**src/rtl/basys3_io_pkg.sv**
```systemverilog
// Package: basys3_io_pkg
// Board-level constants shared by the Basys3 switch and LED blocks, plus the
// state type of the switch snapshot channel.
//   SW_WIDTH         number of slide switches on the board
//   CLK_HZ           system clock frequency
//   DEBOUNCE_MS      time a switch level must stay stable before it is accepted
//   DEBOUNCE_CYCLES  DEBOUNCE_MS expressed in clock cycles
//   DEBOUNCE_CNT_W   smallest counter width that can reach DEBOUNCE_CYCLES
package basys3_io_pkg;

  localparam int SW_WIDTH        = 16;
  localparam int CLK_HZ          = 100_000_000;
  localparam int DEBOUNCE_MS     = 10;
  localparam int DEBOUNCE_CYCLES = (CLK_HZ / 1000) * DEBOUNCE_MS;
  localparam int DEBOUNCE_CNT_W  = $clog2(DEBOUNCE_CYCLES + 1);

  // Snapshot channel: either nothing to offer, or one word waiting for the consumer.
  typedef enum logic {
    EVT_IDLE    = 1'b0,
    EVT_PENDING = 1'b1
  } evt_state_t;

endpackage

```
**src/rtl/sw_debounce_bit.sv**
```systemverilog
// Module: sw_debounce_bit
// One switch bit: 2-FF synchroniser, stability counter, clean level and
// registered rise/fall pulses.
// Ports:
//   clk       in   system clock
//   rst       in   synchronous, active-high reset
//   sw_raw    in   asynchronous switch pin
//   sw_clean  out  debounced level
//   sw_rise   out  1-cycle pulse in the cycle sw_clean first shows 1
//   sw_fall   out  1-cycle pulse in the cycle sw_clean first shows 0
//   sw_upd    out  combinational: sw_clean takes a new value at the coming edge
module sw_debounce_bit #(
  parameter int DEBOUNCE_CYCLES = basys3_io_pkg::DEBOUNCE_CYCLES,
  parameter int CNT_W           = basys3_io_pkg::DEBOUNCE_CNT_W
) (
  input  logic clk,
  input  logic rst,
  input  logic sw_raw,
  output logic sw_clean,
  output logic sw_rise,
  output logic sw_fall,
  output logic sw_upd
);

  localparam logic [CNT_W-1:0] CNT_TERM = CNT_W'(DEBOUNCE_CYCLES - 1);

  logic             sync_meta;
  logic             sw_sync;
  logic [CNT_W-1:0] cnt;

  // The counter has seen DEBOUNCE_CYCLES-1 differing cycles already; one more
  // differing cycle makes the new level official.
  assign sw_upd = (sw_sync != sw_clean) && (cnt == CNT_TERM);

  // NOTE: every register here uses <= so all of them sample the values from
  // before the edge; a blocking = would let sw_sync ripple through in one cycle.
  always_ff @(posedge clk) begin
    if (rst) begin
      sync_meta <= 1'b0;
      sw_sync   <= 1'b0;
      cnt       <= '0;
      sw_clean  <= 1'b0;
      sw_rise   <= 1'b0;
      sw_fall   <= 1'b0;
    end else begin
      sync_meta <= sw_raw;
      sw_sync   <= sync_meta;
      sw_rise   <= 1'b0;
      sw_fall   <= 1'b0;
      if (sw_sync == sw_clean) begin
        // Level agrees with the clean value (or a glitch went away): restart.
        cnt <= '0;
      end else if (sw_upd) begin
        sw_clean <= sw_sync;
        cnt      <= '0;
        sw_rise  <= sw_sync;
        sw_fall  <= ~sw_sync;
      end else begin
        cnt <= cnt + CNT_W'(1);
      end
    end
  end

endmodule

```
**src/rtl/sw_debounce_reader.sv**
```systemverilog
// Module: sw_debounce_reader
// Conditions the board slide switches: per-bit synchronise and debounce, clean
// levels with rise/fall pulses, and a valid/ready snapshot event for every
// change of the clean word (newest word wins, overflow flag if one was lost).
// Ports:
//   clk           in   system clock
//   rst           in   synchronous, active-high reset
//   sw_raw        in   [WIDTH] asynchronous switch pins
//   sw_clean      out  [WIDTH] debounced switch levels
//   sw_rise       out  [WIDTH] 1-cycle pulse per bit on clean 0->1
//   sw_fall       out  [WIDTH] 1-cycle pulse per bit on clean 1->0
//   evt_valid     out  snapshot event pending
//   evt_ready     in   consumer takes the event when evt_valid & evt_ready
//   evt_data      out  [WIDTH] sw_clean snapshot of the pending event
//   evt_overflow  out  an event was overwritten before it was accepted (sticky)
module sw_debounce_reader #(
  parameter int WIDTH           = basys3_io_pkg::SW_WIDTH,
  parameter int DEBOUNCE_CYCLES = basys3_io_pkg::DEBOUNCE_CYCLES,
  parameter int CNT_W           = basys3_io_pkg::DEBOUNCE_CNT_W
) (
  input  logic             clk,
  input  logic             rst,
  input  logic [WIDTH-1:0] sw_raw,
  output logic [WIDTH-1:0] sw_clean,
  output logic [WIDTH-1:0] sw_rise,
  output logic [WIDTH-1:0] sw_fall,
  output logic             evt_valid,
  input  logic             evt_ready,
  output logic [WIDTH-1:0] evt_data,
  output logic             evt_overflow
);

  import basys3_io_pkg::*;

  logic [WIDTH-1:0] sw_upd;
  logic [WIDTH-1:0] clean_next;
  logic             chg;
  logic             accept;
  evt_state_t       state_q;
  evt_state_t       state_d;

  for (genvar i = 0; i < WIDTH; i++) begin : g_bit
    sw_debounce_bit #(
      .DEBOUNCE_CYCLES (DEBOUNCE_CYCLES),
      .CNT_W           (CNT_W)
    ) u_bit (
      .clk      (clk),
      .rst      (rst),
      .sw_raw   (sw_raw[i]),
      .sw_clean (sw_clean[i]),
      .sw_rise  (sw_rise[i]),
      .sw_fall  (sw_fall[i]),
      .sw_upd   (sw_upd[i])
    );
  end

  // The event must carry the word sw_clean is about to show, so it is built
  // from the per-bit update strobes rather than waiting a cycle for sw_clean.
  assign chg        = |sw_upd;
  assign clean_next = sw_clean ^ sw_upd;
  assign accept     = evt_valid & evt_ready;

  // State register
  always_ff @(posedge clk) begin
    if (rst) state_q <= EVT_IDLE;
    else     state_q <= state_d;
  end

  // Next state: a change always leaves something to offer; only an accept
  // with no concurrent change empties the channel.
  // NOTE: state_d is given a default before the case so no path leaves it
  // unassigned, which would otherwise infer a latch.
  always_comb begin
    state_d = state_q;
    unique case (state_q)
      EVT_IDLE:    if (chg)            state_d = EVT_PENDING;
      EVT_PENDING: if (accept && !chg) state_d = EVT_IDLE;
      default:                         state_d = EVT_IDLE;
    endcase
  end

  // Outputs
  always_comb begin
    evt_valid = (state_q == EVT_PENDING);
  end

  // Snapshot word and overflow flag. A change always overwrites the snapshot
  // (newest wins); overflow records that a pending word was dropped unseen.
  always_ff @(posedge clk) begin
    if (rst) begin
      evt_data     <= '0;
      evt_overflow <= 1'b0;
    end else begin
      if (chg) evt_data <= clean_next;
      if (evt_valid) begin
        if (accept)   evt_overflow <= 1'b0;
        else if (chg) evt_overflow <= 1'b1;
      end
    end
  end

endmodule

```
**config.mk**
```make
export PLATFORM = sky130hd
export DESIGN_NAME = sw_debounce_reader
export DESIGN_NICKNAME = d
export VERILOG_FILES = /design/src/rtl/basys3_io_pkg.sv /design/src/rtl/sw_debounce_bit.sv /design/src/rtl/sw_debounce_reader.sv
export SDC_FILE = /design/constraint.sdc
export NUM_CORES = 1
export LEC_CHECK = 0
export BUFFER_PORTS_ARGS = -buffer_cell sky130_fd_sc_hd__buf_4
export CAP_MARGIN = 5
export CORE_ASPECT_RATIO = 0.9
export CORE_MARGIN = 1.5
export CORE_UTILIZATION = 61
export DETAILED_ROUTE_END_ITERATION = 12
export PLACE_DENSITY = 0.79
export SETUP_SLACK_MARGIN = 0.02
export SYNTH_ARGS = -nofsm -noshare
export SYNTH_HDL_FRONTEND = slang
export SYNTH_SLANG_ARGS = --single-unit
```
**constraint.sdc**
```tcl
create_clock -name clk -period 3 [get_ports clk]
set_input_delay 0.45 -clock clk [delete_from_list [all_inputs] [get_ports clk]]
set_output_delay 0.45 -clock clk [all_outputs]
set_load 0.1 [all_outputs]
```
==> impl_metrics.env <==
export IMPL_crit_chain="or4_1 -> or4_1 -> or3_1 -> o2111a_1 -> nand4_2 -> buf_12 -> mux2_2"
export IMPL_grt_overflow_total=0
export IMPL_syn2layout_area_growth_pct=11.75
export IMPL_clk_pin_slew_ns=0.06
export IMPL_setup_violations=0
export IMPL_dr_total_vias=12760
export IMPL_yosys_warnings=0
export IMPL_grt_max_degree=59
export IMPL_worstHoldPathCells=2
export IMPL_tns_ns=0
export IMPL_grt_pass1_vias=12050
export IMPL_cp_slowest_stage_delay_ns=0.55
export IMPL_drc=0
export IMPL_insertion_delay_ns=0.53
export IMPL_r2r_cells=7
export IMPL_vdd_drop_max_v=0.0005230
export IMPL_worst_slack_ns=0.2371
export IMPL_async_flop_share=0
export IMPL_final_util=0.6942
export IMPL_drive_above_1_share=0.09676
export IMPL_initial_core_util=0.6212
export IMPL_synth_fp_nets=1941
export IMPL_synth_main_ff_cell="dfxtp_1"
export IMPL_core_mm2=0.02794
export IMPL_start_kind="flip-flop"
export IMPL_post_cts_buffers=0
export IMPL_reg2reg_from="g_bit[12].u_bit.cnt[11]"
export IMPL_root_buffer="clkbuf_16"
export IMPL_design_area_mm2=0.01940
export IMPL_port_buffers=84
export IMPL_pre_cts_ws_ns=0.2782
export IMPL_r2r_slack_ns=0.24
export IMPL_rows=58
export IMPL_grt_antenna_before_repair=0
export IMPL_r2r_end="evt_data[7]"
export IMPL_netlist_instances=1906
export IMPL_critPathCapture="evt_data[7]"
export IMPL_critPathCaptureType="flip-flop"
export IMPL_die_area_mm2=0.02948
export IMPL_n_fill_cell=2140
export IMPL_drt_iter0_drc=626
export IMPL_hold_class="in -> reg"
export IMPL_crit_arrival_ns=3.17
export IMPL_place_area_mm2=0.01794
export IMPL_rsz0062_at_grt="no"
export IMPL_crit_top_cell="or4_1"
export IMPL_fmax_ghz=0.3619
export IMPL_relSlewSlack=0.4325
export IMPL_fin_nets=1978
export IMPL_p_leak_nw=6.804
export IMPL_htreeDepth=2
export IMPL_detail_route_wl_per_cell_um=14.26
export IMPL_status="finished clean"
export IMPL_hpwlAfterDp_mm=22.57
export IMPL_cap_violations=0
export IMPL_ys_ff_latch=418
export IMPL_die_w_um=180.8
export IMPL_cts_tree="yes"
export IMPL_worst_endpoint_required_ns=3.41
export IMPL_ys_seq_area_frac=0.4821
export IMPL_hold_viol_final=0
export IMPL_grt_pass1_wl_mm=55.83
export IMPL_track_usage=0.2236
export IMPL_routed_wl_mm=33.30
export IMPL_synth_edff_count=0
export IMPL_crit_type="reg -> reg"
export IMPL_cp_startpoint="g_bit[12].u_bit.cnt[11]"
export IMPL_cp_slowest_cell="or4_1"
export IMPL_postCtsHoldBufs=0
export IMPL_timing_final_max_slew_violations=0
export IMPL_tightest_slew_ns=0.8435
export IMPL_met2_length_mm=15.64
export IMPL_cts_buffer_depth=3
export IMPL_drt_pass1_iter_count=5
export IMPL_die_h_um=163.0
export IMPL_power_density_mw_per_mm2=573.9
export IMPL_viasPerCell=5.465
export IMPL_io_pins=85
export IMPL_cts_sinks=418
export IMPL_period_share=0.9210
export IMPL_gp_congestion=0.8175
export IMPL_met3_length_mm=1.284
export IMPL_ctsResizeCount=0
export IMPL_antenna_left=0
export IMPL_dr_max_layer_used="met4"
export IMPL_cp_max_fo=13
export IMPL_clock_skew_ns=0.01718
export IMPL_period_minus_slack_ns=2.763
export IMPL_met1Wirelength_mm=15.58
export IMPL_yosys_cell_types_count=44
export IMPL_synth_area_mm2=0.01736
export IMPL_syn_area_per_cell_um2=9.106
export IMPL_numCtsBuffers=42
[worst min-delay path by stage]
stage | from | endpoint | slack [ns]
after floorplan | g_bit[11].u_bit.cnt[0] | g_bit[11].u_bit.cnt[0] | 0.41
after CTS | sw_raw[13] | g_bit[13].u_bit.sync_meta | 0.11
after detailed placement | g_bit[9].u_bit.sync_meta | g_bit[9].u_bit.sw_sync | 0.42
final | sw_raw[4] | g_bit[4].u_bit.sync_meta | 0.13
after global placement | g_bit[9].u_bit.sync_meta | g_bit[9].u_bit.sw_sync | 0.42
after global routing | sw_raw[8] | g_bit[8].u_bit.sync_meta | 0.13
[Yosys cell counts (all sizes together) (3+ instances only)]
library cell / n / share of area
and3: 85 / 0.031
o21ai: 20 / 0.0058
or4: 11 / 0.0048
clkbuf: 45 / 0.0097
nand3: 105 / 0.030
xor2: 148 / 0.075
inv: 22 / 0.0048
and4: 17 / 0.0087
a21oi: 21 / 0.0061
nor2b: 55 / 0.020
nor4b: 44 / 0.022
nor4: 13 / 0.0047
nor4bb: 10 / 0.0058
nand2: 126 / 0.027
nor3: 23 / 0.0066
nand4: 56 / 0.021
buf: 54 / 0.023
mux2: 16 / 0.011
or3: 32 / 0.012
xnor2: 137 / 0.069
mux2i: 15 / 0.0087
dfxtp: 418 / 0.48
or2: 9 / 0.0032
and2: 17 / 0.0061
or4b: 3 / 0.0017
ha: 16 / 0.012
nor2: 371 / 0.080
o2111a: 4 / 0.0026
[worst max-delay path: cells and delay by family (launching register included)]
family / cells / cell delay (ns)
compound gates: 1 / 0.19
mux: 1 / 0.34
flops: 1 / 0.35
simple gates: 4 / 1.60
buf+inv: 1 / 0.16
[final cells by class]
class	count	area (µm²)	share of cell area
inverters	22	82.58	0.004258
clock buffers	58	1222	0.06302
flip-flops and latches	418	8368	0.4314
diodes	1	2.502	0.0001290
well taps	360	450.4	0.02322
multi-input cells	1367	8338	0.4299
repair buffers	92	703.2	0.03625
clock inverters	17	229.0	0.01180
[metal layers]
metal | up-vias | GRT usage
met5 | - | 0
met3 | 57 | 0.03768
met1 | 6065 | 0.2903
met2 | 201 | 0.3812
li1 | 6437 | -
met4 | 0 | 0.07181
[sequential cells by signal, summed over array words and instances, names as in the netlist]
signal and flops:
evt_valid 1, g_bit.u_bit.sw_clean 16, evt_overflow 1, g_bit.u_bit.sw_fall 16, g_bit.u_bit.sw_sync 16, g_bit.u_bit.cnt 320, g_bit.u_bit.sync_meta 16, g_bit.u_bit.sw_rise 16
evt_data 16
[placed cells by master (no fill, tap or decap), types with 6 or more instances in the layout]
master and count:
and4_1 16, or3_1 32, xor2_1 148, clkbuf_16 43, mux2_2 13, nor2b_1 55
nand2_1 126, buf_4 91, nand3_1 105, mux2i_1 15, nor4b_1 44, or2_2 9
inv_1 22, clkinv_2 6, clkbuf_1 6, nor3_1 23, nor2_1 371, a21oi_1 21
and2_1 17, clkbuf_8 9, or4_1 11, xnor2_1 137, and3_1 84, nand4_1 55
dfxtp_1 418, nor4_1 13, o21ai_0 20, ha_1 16, nor4bb_1 10
[stage by stage]
stage,cells,total power [mW],hold slack (ns)
2_1_floorplan,1906,5.790,0.4129
3_3_place_gp,2259,5.836,0.4190
3_5_place_dp,2259,5.840,0.4220
4_1_cts,2334,11.23,0.1136
5_1_grt,2334,11.48,0.1278
6_report,2335,11.13,0.1325
[logic make-up (layout without fill, tap and decap cells)]
| group | count (synthesis) | after routing | share of synthesized area |
|---|---|---|---|
| xor+xnor | 285 | 285 | 0.1438 |
| flops | 418 | 418 | 0.4821 |
| other cells | 0 | 1 | 0 |
| simple gates | 989 | 989 | 0.2902 |
| compound gates | 46 | 46 | 0.01514 |
| fa+ha+maj | 16 | 16 | 0.01153 |
| mux | 31 | 31 | 0.01968 |
| buf+inv | 121 | 189 | 0.03749 |
[power by group]
part	switching, mW	leakage, nW	total (mW)	internal [mW]
registers	0.0192	3.37	5.60	5.58
clock network	2.13	0.709	5.42	3.29
logic	0.0766	2.72	0.120	0.0434
Note: power is estimated with default switching activity, not from simulation.
